<file path="config.mk">
export PLATFORM = sky130hd
export DESIGN_NAME = fir_serial_mac_flat
export DESIGN_NICKNAME = d
export VERILOG_FILES = /design/src/rtl/analogue_pkg.sv /design/src/rtl/fir_serial_mac_if.sv /design/src/rtl/fir_round_sat.sv /design/src/rtl/fir_serial_mac.sv /design/src/flat_wrapper.sv
export SDC_FILE = /design/constraint.sdc
export NUM_CORES = 1
export LEC_CHECK = 0
export ABC_AREA = 1
export CAP_MARGIN = 10
export CORE_UTILIZATION = 48
export DETAILED_ROUTE_END_ITERATION = 10
export GPL_TIMING_DRIVEN = 0
export MAX_ROUTING_LAYER = met4
export PLACE_DENSITY_LB_ADDON = 0.25
export SETUP_SLACK_MARGIN = 0.4
export SLEW_MARGIN = 20
export SYNTH_ARGS = -nofsm -noshare
export SYNTH_HDL_FRONTEND = slang
export SYNTH_HIERARCHICAL = 1
export SYNTH_SLANG_ARGS = --single-unit
</file>
<file path="constraint.sdc">
create_clock -name clk -period 14.6 [get_ports clk]
set_clock_uncertainty 0.1 [all_clocks]
set_input_delay 1.46 -clock clk [delete_from_list [all_inputs] [get_ports clk]]
set_output_delay 1.46 -clock clk [all_outputs]
set_load 0.005 [all_outputs]
</file>
<file path="src/rtl/analogue_pkg.sv">
// Shared definitions for the serial FIR MAC: FSM encoding and width helpers.
// Parameter-dependent widths are computed here so every file derives them the same way.
package analogue_pkg;

    typedef enum logic [1:0] {
        ST_IDLE = 2'd0,
        ST_LOAD = 2'd1,
        ST_MAC  = 2'd2,
        ST_OUT  = 2'd3
    } fir_state_e;

    function automatic int clog2(input int value);
        int r;
        r = 0;
        for (int v = value - 1; v > 0; v = v >> 1) begin
            r = r + 1;
        end
        return r;
    endfunction

    // Channel select is at least one bit wide, even for a single channel.
    function automatic int chan_width(input int channels);
        return (clog2(channels) < 1) ? 1 : clog2(channels);
    endfunction

    // Sum of N products of PRECISION x COEFF_WIDTH signed values cannot overflow this.
    function automatic int acc_width(input int precision, input int coeff_width, input int taps);
        return precision + coeff_width + clog2(taps);
    endfunction

endpackage

</file>
<file path="src/rtl/fir_serial_mac_if.sv">
// Sample, coefficient and result signals of the serial FIR MAC.
// The slave modport is the filter side; the master modport is the driver side.
interface fir_serial_mac_if
    import analogue_pkg::*;
#(
    parameter int N           = 8,
    parameter int CHANNELS    = 2,
    parameter int PRECISION   = 16,
    parameter int COEFF_WIDTH = 8
);
    localparam int CW = chan_width(CHANNELS);
    localparam int AW = clog2(N);

    logic                          in_valid;
    logic                          in_ready;
    logic [CW-1:0]                 in_channel;
    logic signed [PRECISION-1:0]   x;
    logic                          coef_we;
    logic [AW-1:0]                 coef_addr;
    logic signed [COEFF_WIDTH-1:0] coef_data;
    logic                          coef_err;
    logic                          out_valid;
    logic [CW-1:0]                 out_channel;
    logic signed [PRECISION-1:0]   y;
    logic                          overflow;

    modport slave (
        input  in_valid, in_channel, x, coef_we, coef_addr, coef_data,
        output in_ready, coef_err, out_valid, out_channel, y, overflow
    );

    modport master (
        output in_valid, in_channel, x, coef_we, coef_addr, coef_data,
        input  in_ready, coef_err, out_valid, out_channel, y, overflow
    );

endinterface

</file>
<file path="src/rtl/fir_round_sat.sv">
// Round-half-up by 2^(Q-1), arithmetic shift right by Q, then clamp to the signed
// PRECISION range. One guard bit keeps the rounding add from wrapping.
module fir_round_sat #(
    parameter int ACC_W     = 26,
    parameter int PRECISION = 16,
    parameter int Q         = 6
) (
    input  logic signed [ACC_W-1:0]     acc_i,
    output logic signed [PRECISION-1:0] y_o,
    output logic                        ovf_o
);
    localparam int W = ACC_W + 1;
    localparam logic signed [W-1:0] MAX_V = {{(W-PRECISION+1){1'b0}}, {(PRECISION-1){1'b1}}};
    localparam logic signed [W-1:0] MIN_V = {{(W-PRECISION+1){1'b1}}, {(PRECISION-1){1'b0}}};

    logic signed [W-1:0] acc_ext;
    logic signed [W-1:0] rounded;

    assign acc_ext = {acc_i[ACC_W-1], acc_i};

    generate
        if (Q > 0) begin : g_round
            localparam logic [W-1:0] ONE = {{(W-1){1'b0}}, 1'b1};
            localparam logic signed [W-1:0] HALF = ONE << (Q - 1);
            assign rounded = (acc_ext + HALF) >>> Q;
        end else begin : g_pass
            assign rounded = acc_ext;
        end
    endgenerate

    always_comb begin
        y_o   = rounded[PRECISION-1:0];
        ovf_o = 1'b0;
        if (rounded > MAX_V) begin
            y_o   = MAX_V[PRECISION-1:0];
            ovf_o = 1'b1;
        end else if (rounded < MIN_V) begin
            y_o   = MIN_V[PRECISION-1:0];
            ovf_o = 1'b1;
        end
    end

endmodule

</file>
<file path="src/rtl/fir_serial_mac.sv">
// Time-multiplexed N-tap FIR: one shared multiplier walks the taps of the selected
// channel's delay line, one coefficient set is shared by all channels.
//
//   state   | meaning
//   IDLE    | ready for a sample; coefficient writes allowed
//   LOAD    | shift the channel's delay line, insert sample, clear accumulator
//   MAC     | one tap per cycle, k = 0..N-1
//   OUT     | result strobe; y/out_channel/overflow held until the next OUT
module fir_serial_mac
    import analogue_pkg::*;
#(
    parameter int N           = 8,
    parameter int CHANNELS    = 2,
    parameter int PRECISION   = 16,
    parameter int COEFF_WIDTH = 8,
    parameter int Q           = 6
) (
    input logic               clk,
    input logic               rst,
    fir_serial_mac_if.slave   bus
);
    localparam int CW     = chan_width(CHANNELS);
    localparam int TW     = clog2(N);
    localparam int ACC_W  = acc_width(PRECISION, COEFF_WIDTH, N);
    localparam int PROD_W = PRECISION + COEFF_WIDTH;

    localparam logic [CW:0]   CH_LIMIT  = (CW+1)'(CHANNELS);
    localparam logic [TW:0]   TAP_LIMIT = (TW+1)'(N);
    localparam logic [TW-1:0] TAP_LAST  = TW'(N - 1);

    fir_state_e                    state_q, state_d;
    logic [TW-1:0]                 tap_q, tap_d;
    logic signed [ACC_W-1:0]       acc_q, acc_d;
    logic [CW-1:0]                 ch_q;
    logic signed [PRECISION-1:0]   x_q;
    logic signed [COEFF_WIDTH-1:0] coef_q  [N];
    logic signed [PRECISION-1:0]   dline_q [CHANNELS][N];
    logic signed [PRECISION-1:0]   y_q;
    logic [CW-1:0]                 out_ch_q;
    logic                          ovf_q;
    logic                          coef_err_q;

    logic                          accept;
    logic                          ch_valid;
    logic                          coef_wr;
    logic                          mac_last;
    logic signed [PROD_W-1:0]      prod;
    logic signed [ACC_W-1:0]       prod_ext;
    logic signed [PRECISION-1:0]   rs_y;
    logic                          rs_ovf;

    assign accept   = bus.in_valid && (state_q == ST_IDLE);
    assign ch_valid = ({1'b0, bus.in_channel} < CH_LIMIT);
    assign coef_wr  = bus.coef_we && (state_q == ST_IDLE) && ({1'b0, bus.coef_addr} < TAP_LIMIT);

    assign prod     = coef_q[tap_q] * dline_q[ch_q][tap_q];
    assign prod_ext = {{(ACC_W-PROD_W){prod[PROD_W-1]}}, prod};

    // Rounding sees the accumulator value including the final tap, so the result
    // register is loaded on the last MAC edge and is already valid during OUT.
    fir_round_sat #(
        .ACC_W     (ACC_W),
        .PRECISION (PRECISION),
        .Q         (Q)
    ) u_round_sat (
        .acc_i (acc_d),
        .y_o   (rs_y),
        .ovf_o (rs_ovf)
    );

    always_comb begin
        state_d  = state_q;
        tap_d    = tap_q;
        acc_d    = acc_q;
        mac_last = 1'b0;
        case (state_q)
            ST_IDLE: begin
                if (accept && ch_valid) begin
                    state_d = ST_LOAD;
                end
            end
            ST_LOAD: begin
                state_d = ST_MAC;
                tap_d   = '0;
                acc_d   = '0;
            end
            ST_MAC: begin
                acc_d = acc_q + prod_ext;
                if (tap_q == TAP_LAST) begin
                    state_d  = ST_OUT;
                    mac_last = 1'b1;
                end else begin
                    tap_d = tap_q + 1'b1;
                end
            end
            ST_OUT: begin
                state_d = ST_IDLE;
            end
            default: begin
                state_d = ST_IDLE;
            end
        endcase
    end

    always_ff @(posedge clk) begin
        if (rst) begin
            state_q    <= ST_IDLE;
            tap_q      <= '0;
            acc_q      <= '0;
            ch_q       <= '0;
            x_q        <= '0;
            y_q        <= '0;
            out_ch_q   <= '0;
            ovf_q      <= 1'b0;
            coef_err_q <= 1'b0;
            for (int k = 0; k < N; k++) begin
                coef_q[k] <= '0;
            end
            for (int c = 0; c < CHANNELS; c++) begin
                for (int k = 0; k < N; k++) begin
                    dline_q[c][k] <= '0;
                end
            end
        end else begin
            state_q    <= state_d;
            tap_q      <= tap_d;
            acc_q      <= acc_d;
            coef_err_q <= bus.coef_we && (state_q != ST_IDLE);
            if (accept) begin
                ch_q <= bus.in_channel;
                x_q  <= bus.x;
            end
            if (coef_wr) begin
                coef_q[bus.coef_addr] <= bus.coef_data;
            end
            if (state_q == ST_LOAD) begin
                for (int k = N - 1; k > 0; k--) begin
                    dline_q[ch_q][k] <= dline_q[ch_q][k-1];
                end
                dline_q[ch_q][0] <= x_q;
            end
            if (mac_last) begin
                y_q      <= rs_y;
                ovf_q    <= rs_ovf;
                out_ch_q <= ch_q;
            end
        end
    end

    assign bus.in_ready    = (state_q == ST_IDLE);
    // A reset arriving in the OUT cycle suppresses the strobe as well.
    assign bus.out_valid   = (state_q == ST_OUT) && !rst;
    assign bus.y           = y_q;
    assign bus.out_channel = out_ch_q;
    assign bus.overflow    = ovf_q;
    assign bus.coef_err    = coef_err_q;

endmodule

</file>
<file path="src/flat_wrapper.sv">
// flat-port wrapper written by rule: the top's interface ports become plain ports
module fir_serial_mac_flat import analogue_pkg::*;
#(
    parameter int N           = 8,
    parameter int CHANNELS    = 2,
    parameter int PRECISION   = 16,
    parameter int COEFF_WIDTH = 8,
    parameter int Q           = 6
)
  (clk, rst, bus_in_valid, bus_in_channel, bus_x, bus_coef_we, bus_coef_addr, bus_coef_data, bus_in_ready, bus_coef_err, bus_out_valid, bus_out_channel, bus_y, bus_overflow);
  fir_serial_mac_if #(.N(N), .CHANNELS(CHANNELS), .PRECISION(PRECISION), .COEFF_WIDTH(COEFF_WIDTH)) bus_i ();
  input logic clk;
  input logic rst;
  input wire logic [$bits(bus_i.in_valid)-1:0] bus_in_valid;
  input wire logic [$bits(bus_i.in_channel)-1:0] bus_in_channel;
  input wire logic [$bits(bus_i.x)-1:0] bus_x;
  input wire logic [$bits(bus_i.coef_we)-1:0] bus_coef_we;
  input wire logic [$bits(bus_i.coef_addr)-1:0] bus_coef_addr;
  input wire logic [$bits(bus_i.coef_data)-1:0] bus_coef_data;
  output wire logic [$bits(bus_i.in_ready)-1:0] bus_in_ready;
  output wire logic [$bits(bus_i.coef_err)-1:0] bus_coef_err;
  output wire logic [$bits(bus_i.out_valid)-1:0] bus_out_valid;
  output wire logic [$bits(bus_i.out_channel)-1:0] bus_out_channel;
  output wire logic [$bits(bus_i.y)-1:0] bus_y;
  output wire logic [$bits(bus_i.overflow)-1:0] bus_overflow;
  assign bus_i.in_valid = bus_in_valid;
  assign bus_i.in_channel = bus_in_channel;
  assign bus_i.x = bus_x;
  assign bus_i.coef_we = bus_coef_we;
  assign bus_i.coef_addr = bus_coef_addr;
  assign bus_i.coef_data = bus_coef_data;
  assign bus_in_ready = bus_i.in_ready;
  assign bus_coef_err = bus_i.coef_err;
  assign bus_out_valid = bus_i.out_valid;
  assign bus_out_channel = bus_i.out_channel;
  assign bus_y = bus_i.y;
  assign bus_overflow = bus_i.overflow;
  fir_serial_mac #(.N(N), .CHANNELS(CHANNELS), .PRECISION(PRECISION), .COEFF_WIDTH(COEFF_WIDTH), .Q(Q)) u_core (.clk(clk), .rst(rst), .bus(bus_i));
endmodule
</file>
## Word-level counts from Yosys, hierarchy flattened

Memory sizes are Yosys's and may differ from the RTL's. A register that Yosys moved wholly into a read port is not among the register bits.
Index checks and enable logic that the tools add are counted.

| cells by class | value |
|---|---|
| $add $sub $neg | 3 |
| $mul | 1 |
| $lt $le $gt $ge | 3 |
| eq/ne operators | 7 |
| mux-type cells | 33 |
| bitwise operators | 1 |
| reductions and logical operators | 12 |

Operators with widths:

| kind | number |
|---|---|
| 128-bit 2-to-1 mux | 1 |
| 128-bit OR reduction | 1 |
| 16-bit 2-to-1 mux | 4 |
| 27-bit case mux with 2 select lines | 1 |
| 16-bit binary-select mux with 3-bit select | 1 |
| 27-bit by 7-bit adder with 28-bit output, second input constant | 1 |
| 27-bit by 24-bit adder with 27-bit output | 1 |
| 8-bit by 16-bit multiplier with 24-bit output | 1 |
| 22-bit by 16-bit greater-than comparator with 1-bit output, second input constant | 1 |
| 22-bit by 16-bit less-than comparator with 1-bit output, second input constant | 1 |
| 1-bit 2-to-1 mux | 17 |
| 3-bit 2-to-1 mux | 4 |
| 8-bit 2-to-1 mux | 1 |
| 2-bit case mux with 4 select lines | 1 |
| 8-bit OR reduction | 1 |
| 3-bit case mux with 2 select lines | 1 |
| 2-bit equality test, second input constant | 2 |
| 4-bit greater-or-equal comparator, second input constant | 1 |
| 1-bit logical AND | 4 |
| 2-bit 2-to-1 mux | 2 |
| 2-bit by 1-bit != test with 1-bit output, second input constant | 2 |
| 3-bit NOT with 4-bit output | 1 |
| 2-bit AND reduction | 2 |
| 2-bit nonzero test | 2 |
| other kinds (6) | 6 |

| storage, ports and cells | value |
|---|---|
| flip-flop bits (word level) | 68 |
| RAM bits | 320 |
| input bits | 32 |
| output and inout port bits | 21 |
| logic and storage cells | 71 |
| memories | 2 |

Memory list:

| name | words | width | rd ports | clocked after Yosys merged registers in | write ports | RTL line | source |
|---|---|---|---|---|---|---|---|
| u_core.dline_q | 2 | 128 | 1 | 1 | 2 | fir_serial_mac.sv:37 | `logic signed [PRECISION-1:0] dline_q [CHANNELS][N];` |
| u_core.coef_q | 8 | 8 | 1 | 1 | 8 | fir_serial_mac.sv:36 | `logic signed [COEFF_WIDTH-1:0] coef_q [N];` |

## Longest topological paths before layout

| logic depth | value |
|---|---|
| word-level depth | 11 |
| mapped depth | 50 |

## Cells and area by module

Netlist, hierarchy kept.

By module, submodules not included:

| module | instances | cells an instance | area an instance (µm²) | sequential area each (µm²) |
|---|---|---|---|---|
| fir_serial_mac | 1 | 2,424 | 22,924.5 | 11,050.6 |
| fir_round_sat | 1 | 156 | 782.0 | 0.0 |

## Worst setup path before layout

Ideal clock, no wire load.

| path | value |
|---|---|
| path type | register to register |
| from | register (tool-made name) |
| to | register u_core.y_q[10] (netlist: u_core/bus.y[10]) |
| setup time | 0.116 ns |
| data arrival time | 6.614 ns |
| required time | 14.384 ns |
| path slack | 7.770 ns |
| cell stages (with the launch flop) | 38 |
| buffers on the path | 3 |
| period minus slack after synthesis | 6.830 ns |
| cell sequence | dfxtp_1 > buf_4 > buf_2 > nand2_1 > nand3_1 > nand3_1 > nand3_1 > nand2_2 > a21oi_1 > fa_1 > fa_1 > fa_1 > inv_1 > fa_1 > inv_1 > ha_1 > ha_1 > nand2_1 > [2 not listed] > nor2_1 > nand3_1 > nand4_1 > nand3_1 > nand2_1 > nand2_1 > nor2_1 > and2_1 > nand2_1 > nand2_1 > nand2_1 > nor2_1 > nand4_1 > nand2_2 > buf_6 > nand2_1 > o21ai_0 > nor2_1 |

RTL lines:

| item | RTL line | source |
|---|---|---|
| end signal: assignment | fir_serial_mac.sv:143 | `y_q <= rs_y;` |
| end: declaration | fir_serial_mac.sv:38 | `logic signed [PRECISION-1:0] y_q;` |

==> results.py <==
metrics = {
    "sta": {
        "finalMaxSlewViolations": 0,
        "tns_ns": 0,
        "finalWorstPathRequiredPeriod_ns": 8.530,
        "hold_viol": 0,
        "max_freq_ghz": 0.1172,
        "fin_crit_sh_pct": 58.42,
        "fin_hold_ws_ns": 0.3842,
        "setup_violations": 0,
        "max_slew_margin_pct": 36.33,
        "tightest_slew_ns": 0.9540,
        "rsz0062_at_grt": "false",
    },
    "placed_design": {
        "placed_area_sq_um": 25180,
        "gp_congestion": 0.9552,
        "dp_hpwl_mm": 50.05,
        "io_buffer_count": 52,
    },
    "finish": {
        "n_fill_cell": 4466,
        "area_growth_pct": 12.23,
        "antenna_cells": 0,
        "utilization_pct": 54.47,
        "drive_gt1_share_pct": 6.586,
        "nNetsFinal": 2921,
        "final_area_sq_um": 26610,
    },
    "synth": {
        "ys_ff_latch": 392,
        "synth_edf_count": 320,
        "syn_area_sq_um": 23710,
        "synth.distinct_cells": 40,
        "syn_area_per_cell_sq_um": 9.189,
        "async_flop_share_pct": 0,
        "yosys-top-cells-area": "edfxtp_1, fa_1, nand2_1",
        "synth-seq-area-share_pct": 46.61,
        "syn_nets": 2819,
        "synth_top_flop_cell": "edfxtp_1",
        "synth_top_area_share_pct": 40.53,
        "synthCells": 2580,
        "yosysWarnings": 6,
        "yosys.area.top_type": "edfxtp_1",
    },
    "detailed_routing": {
        "drt_pre_antenna_iters": 8,
        "drtAntennaViolNets": 0,
        "wl_per_cell_um": 19.82,
        "totalWireLength_mm": 67.03,
        "drt_iter0_markers": 1839,
        "vias": 18090,
        "drc_errors": 0,
        "vias_per_cell": 5.349,
    },
    "global_routing": {
        "grt_max_degree": 51,
        "grt_antenna_before_repair": 0,
        "grt_pass1_wl_mm": 103.7,
        "grt_remaining_overflow": 0,
        "track_usage_pct": 28.16,
        "grt_pass1_vias": 18140,
    },
    "cts": {
        "clock-sinks": 392,
        "htree_levels": 2,
        "cts_max_path_buffers": 3,
        "clockRootBuffer": "clkbuf_16",
        "cts_resized": 0,
        "cts_tree": "built",
        "postCtsHoldBufs": 0,
        "clk_pin_slew_ns": 0.06,
        "clock_latency_ns": 0.60,
        "cts_buffers": 44,
        "cts_setup_buffers": 0,
    },
    "critical_path": {
        "worstSetupPathType": "flop to flop",
        "worstPathMaxFanout": 10,
        "critical_path.most_common_cell": "nand2_1",
        "arrival_ns": 8.87,
        "required_ns": 14.95,
        "r2r_setup_slack_ns": 6.07,
        "slowest_delay_ns": 0.62,
        "cp_slowest_cell": "clkbuf_1",
        "end_kind": "flop",
        "critPathLaunchType": "flop",
    },
    "floorplan": {
        "fp.coreArea_sq_um": 48850,
        "dieArea_sq_um": 50280,
        "die_w_um": 224.2,
        "chipHeight_um": 224.2,
        "ios": 53,
        "core.rowCount": 81,
        "initial_utilization_pct": 48.53,
    },
    "hold_path": {
        "min_path_type": "flop to flop",
    },
    "status": {
        "status": "completed",
    },
    "flow_run": {
        "drv_cap": 0,
    },
}
## final timing paths
kind,from,cells past startpoint,end
worst max-delay path,flop,36,u_core/bus.y[10]
worst min-delay path,u_core/bus.y[0],2,u_core/bus.y[0]
worst max register to register,flop,36,u_core/bus.y[10]
worst min register to register,u_core/bus.y[0],2,u_core/bus.y[0]
## final cells by class
| class | count | area, sq um | area share, % |
|---|---|---|---|
| timing repair buffer | 56 | 623.1 | 2.342 |
| buffer | 108 | 554.3 | 2.083 |
| multi-input combinational | 1783 | 11010 | 41.36 |
| inverter | 297 | 1115 | 4.190 |
| tap | 664 | 830.8 | 3.122 |
| clock inverter | 32 | 302.8 | 1.138 |
| clock buffer | 50 | 1125 | 4.228 |
| sequential | 392 | 11050 | 41.53 |
## worst max-delay path: cells and delay by family (launching register included)
family          cells  cell delay, ns
compound gates      5            0.95
fa+ha+maj           6            2.99
buf+inv             6            1.17
flops               1            0.39
simple gates       19            2.78
## metrics by stage
step,setup slack [ns],instances
floorplan,7.770,2580
detailed placement,6.204,3300
global placement,5.541,3296
finish,6.070,3382
CTS,6.165,3382
global route,5.549,3382
## cells by family after synthesis
family                     synth area share, %
AOI/OAI and AO/OA                        4.982
buffers and inverters                    7.041
xor gates and xnor gates                0.5911
DFF                                      46.61
muxes                                    3.980
adders and majority gates                15.36
and+or+nand+nor                          21.43
## cell usage in the layout (no fill, tap or decap), types with 4 or more instances in the layout
master	instances
xnor2_1	7
o21ai_2	4
buf_4	4
o21a_1	4
nand2_1	537
nor2_1	527
nor2_2	8
nand3_1	133
a21oi_1	69
buf_2	35
clkdlybuf4s50_1	52
clkbuf_16	44
edfxtp_1	320
o211ai_1	17
clkinvlp_4	4
nand4_1	10
inv_1	278
ha_1	67
nand3b_1	6
fa_1	140
xor2_1	9
buf_1	4
clkinv_2	9
buf_6	12
mux2i_1	92
o22ai_1	25
o21ai_0	76
nand2_2	17
nand2_4	4
clkbuf_1	58
dfxtp_1	72
clkinv_1	11
a32o_1	6
or2_1	5
nor3_1	6
inv_2	17
## state kept, by name, summed over array words and instances (netlist names), 2 cells and up, named ones only
signal and flops:
u_core/coef_q 64, u_core/dline_q 256, u_core/x_q 16, u_core/bus.y 16, u_core/state_q 2, u_core/acc_q 27, u_core/tap_q 3
## routing by layer
metal | vias up | wire, um | global-route usage [%] | share of wire [%]
li1 | 8536 | - | - | -
met4 | 0 | 3209 | 12.18 | 4.8
met5 | - | 0 | - | 0
met3 | 157 | 5079 | 4.050 | 7.6
met2 | 740 | 31530 | 45.19 | 47
met1 | 8659 | 27210 | 35.74 | 41
## synth_stat cells (all sizes together) (2+ instances only)
library cell  number
nand2            558
nor2             539
edfxtp           320
inv              295
fa               140
nand3            133
mux2i             93
o21ai             82
dfxtp             72
a21oi             70
ha                67
buf               55
clkbuf            53
o22ai             25
o211ai            17
nand4             10
xor2               9
xnor2              7
a32o               6
nand3b             6
nor3               6
or2                6
o21a               4
o21bai             3
clkinv             2
Power is left out: the tool's default activity adds up to more than one toggle a clock period on the data nets, which glitch-free logic cannot reach.
